File: config.mk
export PLATFORM = sky130hd
export DESIGN_NAME = sccb_cfg_sequencer
export DESIGN_NICKNAME = d
export VERILOG_FILES = /design/src/rtl/sccb_pkg.sv /design/src/rtl/sccb_ms_timer.sv /design/src/rtl/sccb_cfg_sequencer.sv
export SDC_FILE = /design/constraint.sdc
export NUM_CORES = 1
export LEC_CHECK = 0
export CAP_MARGIN = 40
export CORE_MARGIN = 1
export CORE_UTILIZATION = 35
export CTS_BUF_LIST = sky130_fd_sc_hd__clkbuf_4 sky130_fd_sc_hd__clkbuf_8
export DETAILED_ROUTE_END_ITERATION = 7
export GPL_ROUTABILITY_DRIVEN = 0
export PLACE_DENSITY = 0.68
export REMOVE_ABC_BUFFERS = 1
export SETUP_SLACK_MARGIN = 0.4
export SLEW_MARGIN = 20
export SYNTH_ARGS = -nofsm -noshare
export SYNTH_HDL_FRONTEND = slang
export SYNTH_SLANG_ARGS = --single-unit
export TNS_END_PERCENT = 1
File: constraint.sdc
create_clock -name PCLK -period 2.7 [get_ports PCLK]
set_clock_uncertainty 0.05 [all_clocks]
set_input_delay 0.405 -clock PCLK [delete_from_list [all_inputs] [get_ports PCLK]]
set_output_delay 0.405 -clock PCLK [all_outputs]
set_load 0.01 [all_outputs]
File: src/rtl/sccb_pkg.sv
// Shared encodings for the SCCB configuration sequencer: table opcodes,
// error codes, ID register addresses and the sequencer state/context types.
package sccb_pkg;

  localparam logic [1:0] OP_WRITE = 2'b00;
  localparam logic [1:0] OP_DELAY = 2'b01;
  localparam logic [1:0] OP_END   = 2'b10;
  localparam logic [1:0] OP_NOP   = 2'b11;

  localparam logic [1:0] ERR_NONE    = 2'b00;
  localparam logic [1:0] ERR_TIMEOUT = 2'b01;
  localparam logic [1:0] ERR_ID      = 2'b10;

  localparam logic [7:0] REG_PID = 8'h0A;
  localparam logic [7:0] REG_VER = 8'h0B;

  typedef enum logic [3:0] {
    ST_IDLE,
    ST_FETCH,
    ST_FWAIT,
    ST_DECODE,
    ST_NEXT,
    ST_ISSUE,
    ST_WAIT,
    ST_RELEASE,
    ST_DLY,
    ST_RD_PID,
    ST_RD_VER,
    ST_CHECK,
    ST_READY,
    ST_ERROR
  } state_t;

  // Who started the current core transaction; selects where RELEASE returns.
  typedef enum logic [1:0] {
    CTX_TBL,
    CTX_PID,
    CTX_VER,
    CTX_HOST
  } ctx_t;

endpackage

File: src/rtl/sccb_ms_timer.sv
// Millisecond count-down timer: load a number of ms, zero_o rises once that
// many 1 ms ticks (CLK_FREQ/1000 cycles each) have elapsed.
module sccb_ms_timer #(
  parameter int CLK_FREQ = 10_000_000
) (
  input  logic       PCLK,
  input  logic       PRESETN,
  input  logic       load_i,
  input  logic [7:0] ms_i,
  output logic       zero_o
);

  localparam int TICK = (CLK_FREQ / 1000 > 1) ? CLK_FREQ / 1000 : 1;
  localparam int CW   = (TICK > 1) ? $clog2(TICK) : 1;
  localparam logic [CW-1:0] TICK_LAST = CW'(TICK - 1);

  logic [CW-1:0] cyc_q, cyc_d;
  logic [7:0]    ms_q, ms_d;

  always_comb begin
    cyc_d = cyc_q;
    ms_d  = ms_q;
    if (load_i) begin
      ms_d  = ms_i;
      cyc_d = '0;
    end else if (ms_q != 8'd0) begin
      if (cyc_q == TICK_LAST) begin
        cyc_d = '0;
        ms_d  = ms_q - 8'd1;
      end else begin
        cyc_d = cyc_q + CW'(1);
      end
    end
  end

  always_ff @(posedge PCLK or negedge PRESETN) begin
    if (!PRESETN) begin
      cyc_q <= '0;
      ms_q  <= 8'd0;
    end else begin
      cyc_q <= cyc_d;
      ms_q  <= ms_d;
    end
  end

  assign zero_o = (ms_q == 8'd0);

endmodule

File: src/rtl/sccb_cfg_sequencer.sv
// Table-driven camera bring-up over an SCCB master core: init table, ID check,
// then shared access for one host requester.
module sccb_cfg_sequencer
  import sccb_pkg::*;
#(
  parameter int         CLK_FREQ    = 10_000_000,
  parameter logic [7:0] ID_WR       = 8'h42,
  parameter logic [7:0] ID_RD       = 8'h43,
  parameter int         TBL_AW      = 6,
  parameter logic [7:0] PID_EXP     = 8'h76,
  parameter logic [7:0] VER_EXP     = 8'h73,
  parameter int         TIMEOUT_CYC = 200_000
) (
  input  logic              PCLK,
  input  logic              PRESETN,
  input  logic              restart,
  output logic [TBL_AW-1:0] tbl_addr,
  input  logic [17:0]       tbl_data,
  output logic              core_start,
  output logic              core_rw,
  output logic [7:0]        core_id_addr,
  output logic [7:0]        core_sub_addr,
  output logic [7:0]        core_data_in,
  input  logic [7:0]        core_data_out,
  input  logic              core_done,
  input  logic              host_req,
  input  logic              host_rw,
  input  logic [7:0]        host_sub_addr,
  input  logic [7:0]        host_wdata,
  output logic              host_ack,
  output logic [7:0]        host_rdata,
  output logic              init_done,
  output logic              init_err,
  output logic [1:0]        err_code,
  output logic [7:0]        pid,
  output logic [7:0]        ver,
  output logic [3:0]        dbg_state
);

  // Handshakes: core_start is a level request held (fields stable) until
  // core_done is sampled high; a new request waits for core_done to fall.
  // host_req is a level held by the host until the one-cycle host_ack.

  localparam int TW = (TIMEOUT_CYC > 1) ? $clog2(TIMEOUT_CYC) : 1;
  localparam logic [TW-1:0] TMO_LAST = TW'(TIMEOUT_CYC - 1);

  state_t            state_q;
  ctx_t              ctx_q;
  logic [TBL_AW-1:0] tbl_addr_q;
  logic [TW-1:0]     tmo_q;
  logic              core_start_q, core_rw_q;
  logic [7:0]        core_id_q, core_sub_q, core_din_q;
  logic              host_ack_q;
  logic [7:0]        host_rdata_q, pid_q, ver_q;
  logic              init_done_q, init_err_q;
  logic [1:0]        err_code_q;

  logic [1:0] tbl_op;
  logic [7:0] tbl_sub, tbl_dat;
  logic       tmr_load, tmr_zero;

  assign tbl_op  = tbl_data[17:16];
  assign tbl_sub = tbl_data[15:8];
  assign tbl_dat = tbl_data[7:0];

  assign tmr_load = (state_q == ST_DECODE) && (tbl_op == OP_DELAY) && (tbl_dat != 8'd0);

  sccb_ms_timer #(
    .CLK_FREQ(CLK_FREQ)
  ) u_timer (
    .PCLK   (PCLK),
    .PRESETN(PRESETN),
    .load_i (tmr_load),
    .ms_i   (tbl_dat),
    .zero_o (tmr_zero)
  );

  always_ff @(posedge PCLK or negedge PRESETN) begin
    if (!PRESETN) begin
      state_q      <= ST_IDLE;
      ctx_q        <= CTX_TBL;
      tbl_addr_q   <= '0;
      tmo_q        <= '0;
      core_start_q <= 1'b0;
      core_rw_q    <= 1'b0;
      core_id_q    <= 8'h00;
      core_sub_q   <= 8'h00;
      core_din_q   <= 8'h00;
      host_ack_q   <= 1'b0;
      host_rdata_q <= 8'h00;
      pid_q        <= 8'h00;
      ver_q        <= 8'h00;
      init_done_q  <= 1'b0;
      init_err_q   <= 1'b0;
      err_code_q   <= ERR_NONE;
    end else begin
      host_ack_q <= 1'b0;
      case (state_q)
        ST_IDLE:  state_q <= ST_FETCH;
        ST_FETCH: state_q <= ST_FWAIT;
        ST_FWAIT: state_q <= ST_DECODE;
        ST_DECODE: begin
          case (tbl_op)
            OP_WRITE: begin
              core_rw_q  <= 1'b0;
              core_id_q  <= ID_WR;
              core_sub_q <= tbl_sub;
              core_din_q <= tbl_dat;
              ctx_q      <= CTX_TBL;
              state_q    <= ST_ISSUE;
            end
            OP_DELAY: state_q <= (tbl_dat == 8'd0) ? ST_NEXT : ST_DLY;
            OP_END:   state_q <= ST_RD_PID;
            default:  state_q <= ST_NEXT;
          endcase
        end
        ST_NEXT: begin
          // The table address saturates at the top entry instead of wrapping.
          if (tbl_addr_q == '1) begin
            state_q <= ST_RD_PID;
          end else begin
            tbl_addr_q <= tbl_addr_q + TBL_AW'(1);
            state_q    <= ST_FETCH;
          end
        end
        ST_ISSUE: begin
          core_start_q <= 1'b1;
          tmo_q        <= '0;
          state_q      <= ST_WAIT;
        end
        ST_WAIT: begin
          if (core_done) begin
            core_start_q <= 1'b0;
            if (core_rw_q) begin
              case (ctx_q)
                CTX_PID:  pid_q        <= core_data_out;
                CTX_VER:  ver_q        <= core_data_out;
                CTX_HOST: host_rdata_q <= core_data_out;
                default:  ;
              endcase
            end
            state_q <= ST_RELEASE;
          end else if (tmo_q == TMO_LAST) begin
            core_start_q <= 1'b0;
            err_code_q   <= ERR_TIMEOUT;
            init_err_q   <= 1'b1;
            state_q      <= ST_ERROR;
          end else begin
            tmo_q <= tmo_q + TW'(1);
          end
        end
        ST_RELEASE: begin
          if (!core_done) begin
            case (ctx_q)
              CTX_TBL: state_q <= ST_NEXT;
              CTX_PID: state_q <= ST_RD_VER;
              CTX_VER: state_q <= ST_CHECK;
              default: begin
                host_ack_q <= 1'b1;
                state_q    <= ST_READY;
              end
            endcase
          end
        end
        ST_DLY: if (tmr_zero) state_q <= ST_NEXT;
        ST_RD_PID: begin
          core_rw_q  <= 1'b1;
          core_id_q  <= ID_RD;
          core_sub_q <= REG_PID;
          core_din_q <= 8'h00;
          ctx_q      <= CTX_PID;
          state_q    <= ST_ISSUE;
        end
        ST_RD_VER: begin
          core_rw_q  <= 1'b1;
          core_id_q  <= ID_RD;
          core_sub_q <= REG_VER;
          core_din_q <= 8'h00;
          ctx_q      <= CTX_VER;
          state_q    <= ST_ISSUE;
        end
        ST_CHECK: begin
          if (pid_q == PID_EXP && ver_q == VER_EXP) begin
            init_done_q <= 1'b1;
            state_q     <= ST_READY;
          end else begin
            err_code_q <= ERR_ID;
            init_err_q <= 1'b1;
            state_q    <= ST_ERROR;
          end
        end
        ST_READY, ST_ERROR: begin
          // restart beats a simultaneous host request, which stays pending.
          if (restart) begin
            init_done_q <= 1'b0;
            init_err_q  <= 1'b0;
            err_code_q  <= ERR_NONE;
            pid_q       <= 8'h00;
            ver_q       <= 8'h00;
            tbl_addr_q  <= '0;
            state_q     <= ST_FETCH;
          end else if (state_q == ST_READY && host_req && !host_ack_q) begin
            core_rw_q  <= host_rw;
            core_id_q  <= host_rw ? ID_RD : ID_WR;
            core_sub_q <= host_sub_addr;
            core_din_q <= host_wdata;
            ctx_q      <= CTX_HOST;
            state_q    <= ST_ISSUE;
          end
        end
        default: state_q <= ST_IDLE;
      endcase
    end
  end

  assign tbl_addr      = tbl_addr_q;
  assign core_start    = core_start_q;
  assign core_rw       = core_rw_q;
  assign core_id_addr  = core_id_q;
  assign core_sub_addr = core_sub_q;
  assign core_data_in  = core_din_q;
  assign host_ack      = host_ack_q;
  assign host_rdata    = host_rdata_q;
  assign init_done     = init_done_q;
  assign init_err      = init_err_q;
  assign err_code      = err_code_q;
  assign pid           = pid_q;
  assign ver           = ver_q;
  assign dbg_state     = state_q;

endmodule

-- After elaboration in Yosys (flattened, before gate mapping)
Cells that the tools add are included.
- register bits: 107
- word-level logic and storage cells: 172
- output and inout bits: 65
- multiplexer cells: 72
- reductions and logical operators: 37
- eq/ne operators: 41
- $add $sub $neg: 4
- operator list (kind ; number):
    two-way mux 8 bit ; 19
    case mux 4 bit (12 select lines) ; 1
    case mux 8 bit (3 select lines) ; 2
    two-way mux 14 bit ; 3
    two-way mux 18 bit ; 2
    case mux 18 bit (2 select lines) ; 1
    two-way mux 4 bit ; 8
    case mux 8 bit (2 select lines) ; 2
    case mux 8 bit (4 select lines) ; 1
    inequality test 2 bit (second input constant) ; 15
    equality test 4 bit (second input constant) ; 6
    case mux 4 bit (3 select lines) ; 2
    adder 18 x 1 -> 18 bit (second input constant) ; 1
    equality test 18 bit (second input constant) ; 1
    equality test 4 x 3 -> 1 bit (second input constant) ; 4
    equality test 8 x 7 -> 1 bit (second input constant) ; 2
    logical NOT 8 bit ; 2
    AND reduction 4 bit ; 4
    nonzero test 8 bit ; 2
    two-way mux 1 bit ; 15
    AND reduction 5 bit ; 3
    adder 14 x 1 -> 14 bit (second input constant) ; 1
    equality test 14 bit (second input constant) ; 1
    two-way mux 2 bit ; 7
    26 further kinds ; 49

-- Longest topological paths before layout
Gate-level depths: netlist of the first run.
- depth in word-level cells: 6
- gate-level depth with buffers: 8
- mapped depth without buffers: 7

-- Hierarchy
Synthesis of the first run repeated with hierarchy kept, for this count alone.
- cell total of the unflattened synthesis: 593
- area total of the unflattened synthesis: 5459.0 um2
- modules (own cells, without submodules) (module ; instances ; area each (um2) ; seq. area each (um2) ; cells each):
    sccb_cfg_sequencer ; 1 ; 4124.0 ; 1951.9 ; 445
    sccb_ms_timer ; 1 ; 1335.0 ; 550.5 ; 148

-- Worst setup path after synthesis of the first run
No wires, ideal clock.
- kind: register to register
- from: register tmo_q[15]
- to: register tmo_q[10]
- buffers on the path: 1
- stages on the path, launching flop included: 7
- required time: 2.524 ns
- arrival time: 2.152 ns
- path slack: 0.372 ns
- path through: dfrtp_1 > or4b_1 > or4_4 > o21a_1 > buf_6 > and4_4 > a221o_1
- longest elaborated chain between the ends: 3
- RTL lines (element ; line ; text):
    start, declared ; sccb_cfg_sequencer.sv:50 ; logic [TW-1:0] tmo_q;
    start signal, assigned ; sccb_cfg_sequencer.sv:149 ; tmo_q <= tmo_q + TW'(1);
    equality test 18 bit ; sccb_cfg_sequencer.sv:143 ; end else if (tmo_q == TMO_LAST) begin
    inequality test 2 bit (no source line) ; - ;
    AND reduction 3 bit (no source line) ; - ;
No other way between the ends.
A chain may end at the register's enable or synchronous reset.

-- Worst setup path in the final report of the first run
- from: register tmo_q[9]
- to: register tmo_q[4]
The elaborated chain is that of the path after synthesis.

==> results.txt, run 1 <==
Primary FF master, synth: dfrtp_1
Setup TNS Final: 0 ps
Final min period: 2358 ps
Remaining global-route overflow: 0
Vias per cell: 5.421
Worst hold path class: input pin to async pin
Avg Cell Area, Syn: 9.360 sq um
CP arrival: 2580 ps
PD cells: 941.0 nW/um^2
H-tree depth: 3
List of most frequent post-synthesis cells: dfrtp_1 (100), nand2_1 (66), nor2_1 (55), o21ai_0 (44), a21oi_1 (34)
Leading post-synthesis cells by cell area: dfrtp_1 (47%), nand2_1 (4.7%), o21ai_0 (4.2%)
DRC: 8
WL/cell: 16.10 microns
Endpoints failing hold: 0
Mapped Area: 5279 sq um
Root Buffer: clkbuf_8
First-pass iteration count of the detailed router: 7
First-pass GRT wire length: 23,340 microns
Total power: 0.006510 W
Post-synth EDFFs: 0
DIE AREA: 15,580 sq um
Filler cell count: 1,422
Die Y: 124.8 microns
Later-pin clock latency in the skew report: 380 ps
DR iter-0 viols: 389
Total leakage power: 2.982 nW
Outcome: finished, violations left
HPWL Detailed: 10,570 microns
IO Pins: 113
WP data required: 2920 ps
WHS: 436.9 ps
Vias in the first global route: 4,694
Number of synthesized register bits: 100
Total GRT Usage: 0.1868
CTS Buffer Depth: 2
Synth warnings: 0
Failing checks: DRC
Total CTS buffers: 9
Sinks on Clock Net: 100
Most used standard cell by instance count after synthesis: dfrtp_1
Utilization after layout: 0.4724
Post-synth top area share: 0.4740
Startpoint types: flop
Clk pin slew, worst setup/hold paths: 90 ps
FF+latch area: 2504 sq um
Post-synth top area cell: dfrtp_1
VDD IR max: 0.0006041 V
P&R area growth vs syn: 31.05%
Max Cap Viol: 0
Diodes inserted: 0
Area of the multi-input gates: 2610 sq um
RSZ-0062 raised after global routing: true
Starting density of the core: 0.3605
Ys async rst share: 1.000
Vias: 4,738
Die W: 124.8 microns
Final ANT Viol Nets: 0
Worst Path Max Fanout: 7
Peak Freq: 424.2 MHz
Initial antenna violation count: 0
Register area share after synthesis: 0.4740
Fraction of layout cells with a size suffix above 1: 0.1043
Finish-stage setup viols: 0
Cell area after placement: 6660 sq um
CTS tree: built
Largest net degree at the start of global routing: 34
Total Wirelength: 14,070 microns
Endpoint type of the worst setup path: flop
Cell count after synthesis: 564
Fin crit share: 0.8732
Site Rows: 44
Slew Limit Fails: 0
Setup CP Type: flop to flop
Core area: 14,640 sq um
Max_slew headroom: 0.6200
Yosys cell types: 64
Count of buffers from port buffering: 107
Worst-margin pin slew: 567.5 ps
Final Instance Area: 6918 sq um
Nets: 746
[report_power, final]
| group | total [W] | switching [W] | leakage, nW | internal (W) |
|---|---|---|---|---|
| combinational | 0.00302 | 0.00147 | 1.63 | 0.00156 |
| clock | 0.000932 | 0.000495 | 0.0959 | 0.000437 |
| sequential | 0.00256 | 0.000526 | 1.26 | 0.00203 |
[critical path, stage by stage, from the launching register on]
cell     delay [ps]
dfrtp_1         400
or4b_1          500
or4_4           520
o21ai_2         300
nor2_1          140
a221o_1         340
[sequential cells by signal, indices dropped and copies added (netlist names), 6 cells and up]
signal	count
tmo_q	18
pid	8
tbl_addr	6
core_sub_addr	8
core_data_in	8
ver	8
u_timer.cyc_q	14
host_rdata	8
u_timer.ms_q	8
[final cells by class]
cell class                 count  area share
clock inverter                 3    0.005788
clock buffer                  11     0.02008
sequential                   100      0.3619
tap                          184     0.03328
multi-input combinational    420      0.3773
timing repair buffer         141      0.1935
inverter                      15    0.008139
[cells by family (layout without fill, tap and decap cells)]
family	Yosys count	count (layout)	synth area share
DFF	100	100	0.4740
adders and majority gates	11	11	0.02607
AOI/OAI and AO/OA	147	147	0.1813
buffers and inverters	48	170	0.04124
muxes	18	18	0.03650
other	1	5	0.0007104
and+or+nand+nor	223	223	0.2136
xor gates and xnor gates	16	16	0.02655
[through the flow]
| step | instances | setup slack, ps |
|---|---|---|
| after floorplan | 535 | -961.9 |
| after global placement | 853 | 194.9 |
| after CTS | 874 | 360.0 |
| final | 874 | 342.5 |
| after detailed placement | 853 | 130.3 |
| after global routing | 874 | 256.6 |
[path summary, 6_finish.rpt]
path	startpoint	to	slack, ps	cells after the start
max	tmo_q[9]	tmo_q[4]	340	5
min	PRESETN	u_timer.ms_q[6]	440	2
max reg2reg	tmo_q[9]	tmo_q[4]	340	5
min reg2reg	tmo_q[8]	tmo_q[8]	440	1
max in group asynchronous	PRESETN	u_timer.cyc_q[6]	1380	3
min in group PCLK	tmo_q[8]	tmo_q[8]	440	1
[repair_timing]
item                                   in CTS  in global routing
pin swaps                                   3                  0
resized for setup                           6                  1
setup endpoints to repair                  16                 54
buffers inserted                            6                  0
hold buffers                                1                  0
endpoints found under the hold margin      29                  0
[layout by cell type (no fill, tap or decap), drive strengths merged, types with 6 or more instances in the layout]
master         count
a21oi             34
a22oi             14
and3               9
buf               34
clkbuf            11
clkdlybuf4s50    106
dfrtp            100
ha                11
inv               15
mux2              10
mux2i              8
nand2             66
nand3             22
nand4              9
nor2              55
nor2b              6
nor3              12
nor4               9
o21ai             45
o2bb2ai            6
xor2              11
[metal layers]
layer | wire length, microns | share of wire | GRT usage
met1 | 6046 | 0.43 | 0.2362
met2 | 6971 | 0.50 | 0.3173
met5 | 0 | 0 | 0
met3 | 932 | 0.066 | 0.05455
met4 | 119 | 0.0085 | 0.03659
No activity file was read; power rests on OpenSTA's default activity.
==> run 2: changes to the inputs <==
- CORE_UTILIZATION: 35 -> 53
- PLACE_DENSITY: 0.68 -> 0.92
==> run 2 against run 1 <==
Effect of this change:
- the run ends with hold timing left
- clock power is 2.5% lower
- non-clock buffer count is 6 lower
- die area is 33% lower
- cell area is 1.3% lower
- combinational power hardly changed
==> results.txt, run 2 (synthesized netlist as in run 1, its figures left out) <==
CP arrival: 2660 ps (+80 ps)
Diodes inserted: 0 (unchanged)
Max_slew headroom: 0.5672 (-0.05279)
Fin crit share: 0.9026 (+0.02945)
CP max stage delay: 540 ps (+20 ps)
Clk pin slew, worst setup/hold paths: 110 ps (+20 ps)
Site Rows: 36 (-18%)
Vias in the first global route: 4,803 (+2.3%)
Max Cap Viol: 0 (unchanged)
Total GRT Usage: 0.2843 (+0.09750)
Combinational power share: 0.470 (+0.006)
Setup TNS Final: 0 ps (unchanged)
Remaining global-route overflow: 0 (unchanged)
Endpoints failing hold: 6 (+6)
WL/cell: 17.07 microns (+6.0%)
Slew Limit Fails: 0 (unchanged)
Slowest-stage cell, CP: or4b_1
Die W: 101.8 microns (-18%)
Final ANT Viol Nets: 0 (unchanged)
Startpoint types: flop
H-tree depth: 3 (unchanged)
Starting density of the core: 0.5426 (+0.1821)
Total power: 0.006458 W (-0.80%)
PD cells: 945.8 nW/um^2 (+0.51%)
Most common cell after layout, fill and taps aside: clkdlybuf4s50_1
Worst Path Max Fanout: 9 (+2)
Failing checks: hold timing
WHS: -2.831 ps (-439.7 ps)
Crit-path cells: or4b_1, or4_4, o21a_4, buf_6, and4_4, a221o_1
Peak Freq: 410.3 MHz (-3.3%)
Die Y: 101.8 microns (-18%)
Count of buffers from port buffering: 107 (unchanged)
Max reg flops: 18 (unchanged)
Biggest regs: tmo_q x18, u_timer.cyc_q x14
VDD IR max: 0.0006143 V (+1.7%)
WP data required: 2920 ps (about the same)
DR iter-0 viols: 333 (-14%)
CTS Hold Bufs: 0 (-1)
Root Buffer: clkbuf_8
Total leakage power: 2.944 nW (-1.3%)
HPWL Detailed: 10,140 microns (-4.1%)
Total CTS buffers: 9 (unchanged)
Most frequent cells in the layout: clkdlybuf4s50_1 (106), dfrtp_1 (99), nand2_1 (65)
Outcome: finished, violations left
P_int: 0.003899 W (-3.1%)
Worst-margin pin slew: 649.2 ps (+81.68 ps)
Seq pwr share: 0.389 (-0.004)
CTS Buffer Depth: 2 (unchanged)
Fraction of layout cells with a size suffix above 1: 0.1050 (+0.0006084)
Largest net degree at the start of global routing: 53 (+56%)
DRC: 0 (-8)
RSZ-0062 raised after global routing: true
Vias per cell: 6.051 (+12%)
Later-pin clock latency in the skew report: 380 ps (about the same)
Vias: 4,956 (+4.6%)
Initial antenna violation count: 0 (unchanged)
First-pass GRT wire length: 22,840 microns (-2.2%)
Core area: 9729 sq um (-34%)
First-pass iteration count of the detailed router: 6 (-1)
Final min period: 2437 ps (+79.52 ps)
Setup CP Type: flop to flop
Sinks on Clock Net: 100 (unchanged)
DIE AREA: 10,360 sq um (-33%)
Worst hold path class: input pin to async pin
Clock power frac: 0.141 (-0.002)
Total Wirelength: 13,980 microns (-0.65%)
Finish-stage setup viols: 0 (unchanged)
IO Pins: 113 (unchanged)
Endpoint type of the worst setup path: flop
Switching Fraction: 0.3962 (+0.01408)
Top reg by flops: tmo_q
Net Switching: 0.002559 W (+2.9%)
CTS tree: built
Filler cell count: 700 (-51%)
Nets: 740 (-0.80%)
P&R area growth vs syn: 29.34%
-- run 2: cell count changes in the layout (fill, tap and decap cells not counted), sizes merged --
cell         change
buf              -5
bufinv           -1
clkbuf           -2
clkinvlp         +2
dlygate4sd3      -1
inv              +3
-- run 2: per-stage QoR --
step           setup slack [ps]  std cells  area (sq um)    util
3_5_place_dp              172.7        799          6574  0.6757
2_1_floorplan            -961.9        535          5132       -
6_report                  262.9        819          6828  0.7018
5_1_grt                   219.9        819          6828  0.7018
3_3_place_gp              237.3        797          6559  0.6741
4_1_cts                   299.9        818          6797  0.6986
-- run 2: worst max-delay path, delay by kind of cell (launching register included) --
family / cells / cell delay (ps)
AOI/OAI and AO/OA: 2 / 520
buffers and inverters: 1 / 140
DFF: 1 / 450
and+or+nand+nor: 3 / 1180
-- run 2: final timing paths --
kind,slack (ps),from,to,cells past startpoint
worst max-delay path,260,tmo_q[9],tmo_q[10],6
worst min-delay path,-3,PRESETN,ver[4],1
worst max register to register,260,tmo_q[9],tmo_q[10],6
worst min register to register,440,err_code[1],err_code[1],1
max in group asynchronous,1910,PRESETN,u_timer.cyc_q[8],2
min in group PCLK,440,err_code[1],err_code[1],1
-- run 2: metal layers --
metal,up-vias,share of wire,GRT usage
met5,-,0,0
met4,0,0.020,0.09810
met3,33,0.077,0.06625
met2,233,0.49,0.4595
met1,2402,0.41,0.3767
li1,2288,-,-
-- run 2: cell type report --
type                            instances  area (sq um)  area share
Timing Repair Buffer                  135          1295      0.1897
Tap cell                              133         166.4     0.02437
Sequential cell                       100          2504      0.3667
Clock inverter                          7         57.56    0.008430
Inverter                               15         56.30    0.008246
Clock buffer                            9         123.9     0.01814
Multi-Input combinational cell        420          2625      0.3845
-- run 2: power by group through the flow --
stage               registers, W  clock network (W)  logic, W
global placement         0.00249                  0   0.00287
global route             0.00258           0.000988   0.00332
detailed placement       0.00252                  0   0.00297
floorplan                0.00269                  0   0.00130
finish                   0.00251           0.000909   0.00304
CTS                      0.00250           0.000916   0.00301
-- run 2: repair_timing --
action / 4_1_cts / 5_1_grt
endpoints found under the setup margin: 14 / 56
gates cloned: 0 / 0
resized for setup: 3 / 6
buffers inserted: 3 / 1
pin swaps: 2 / 0
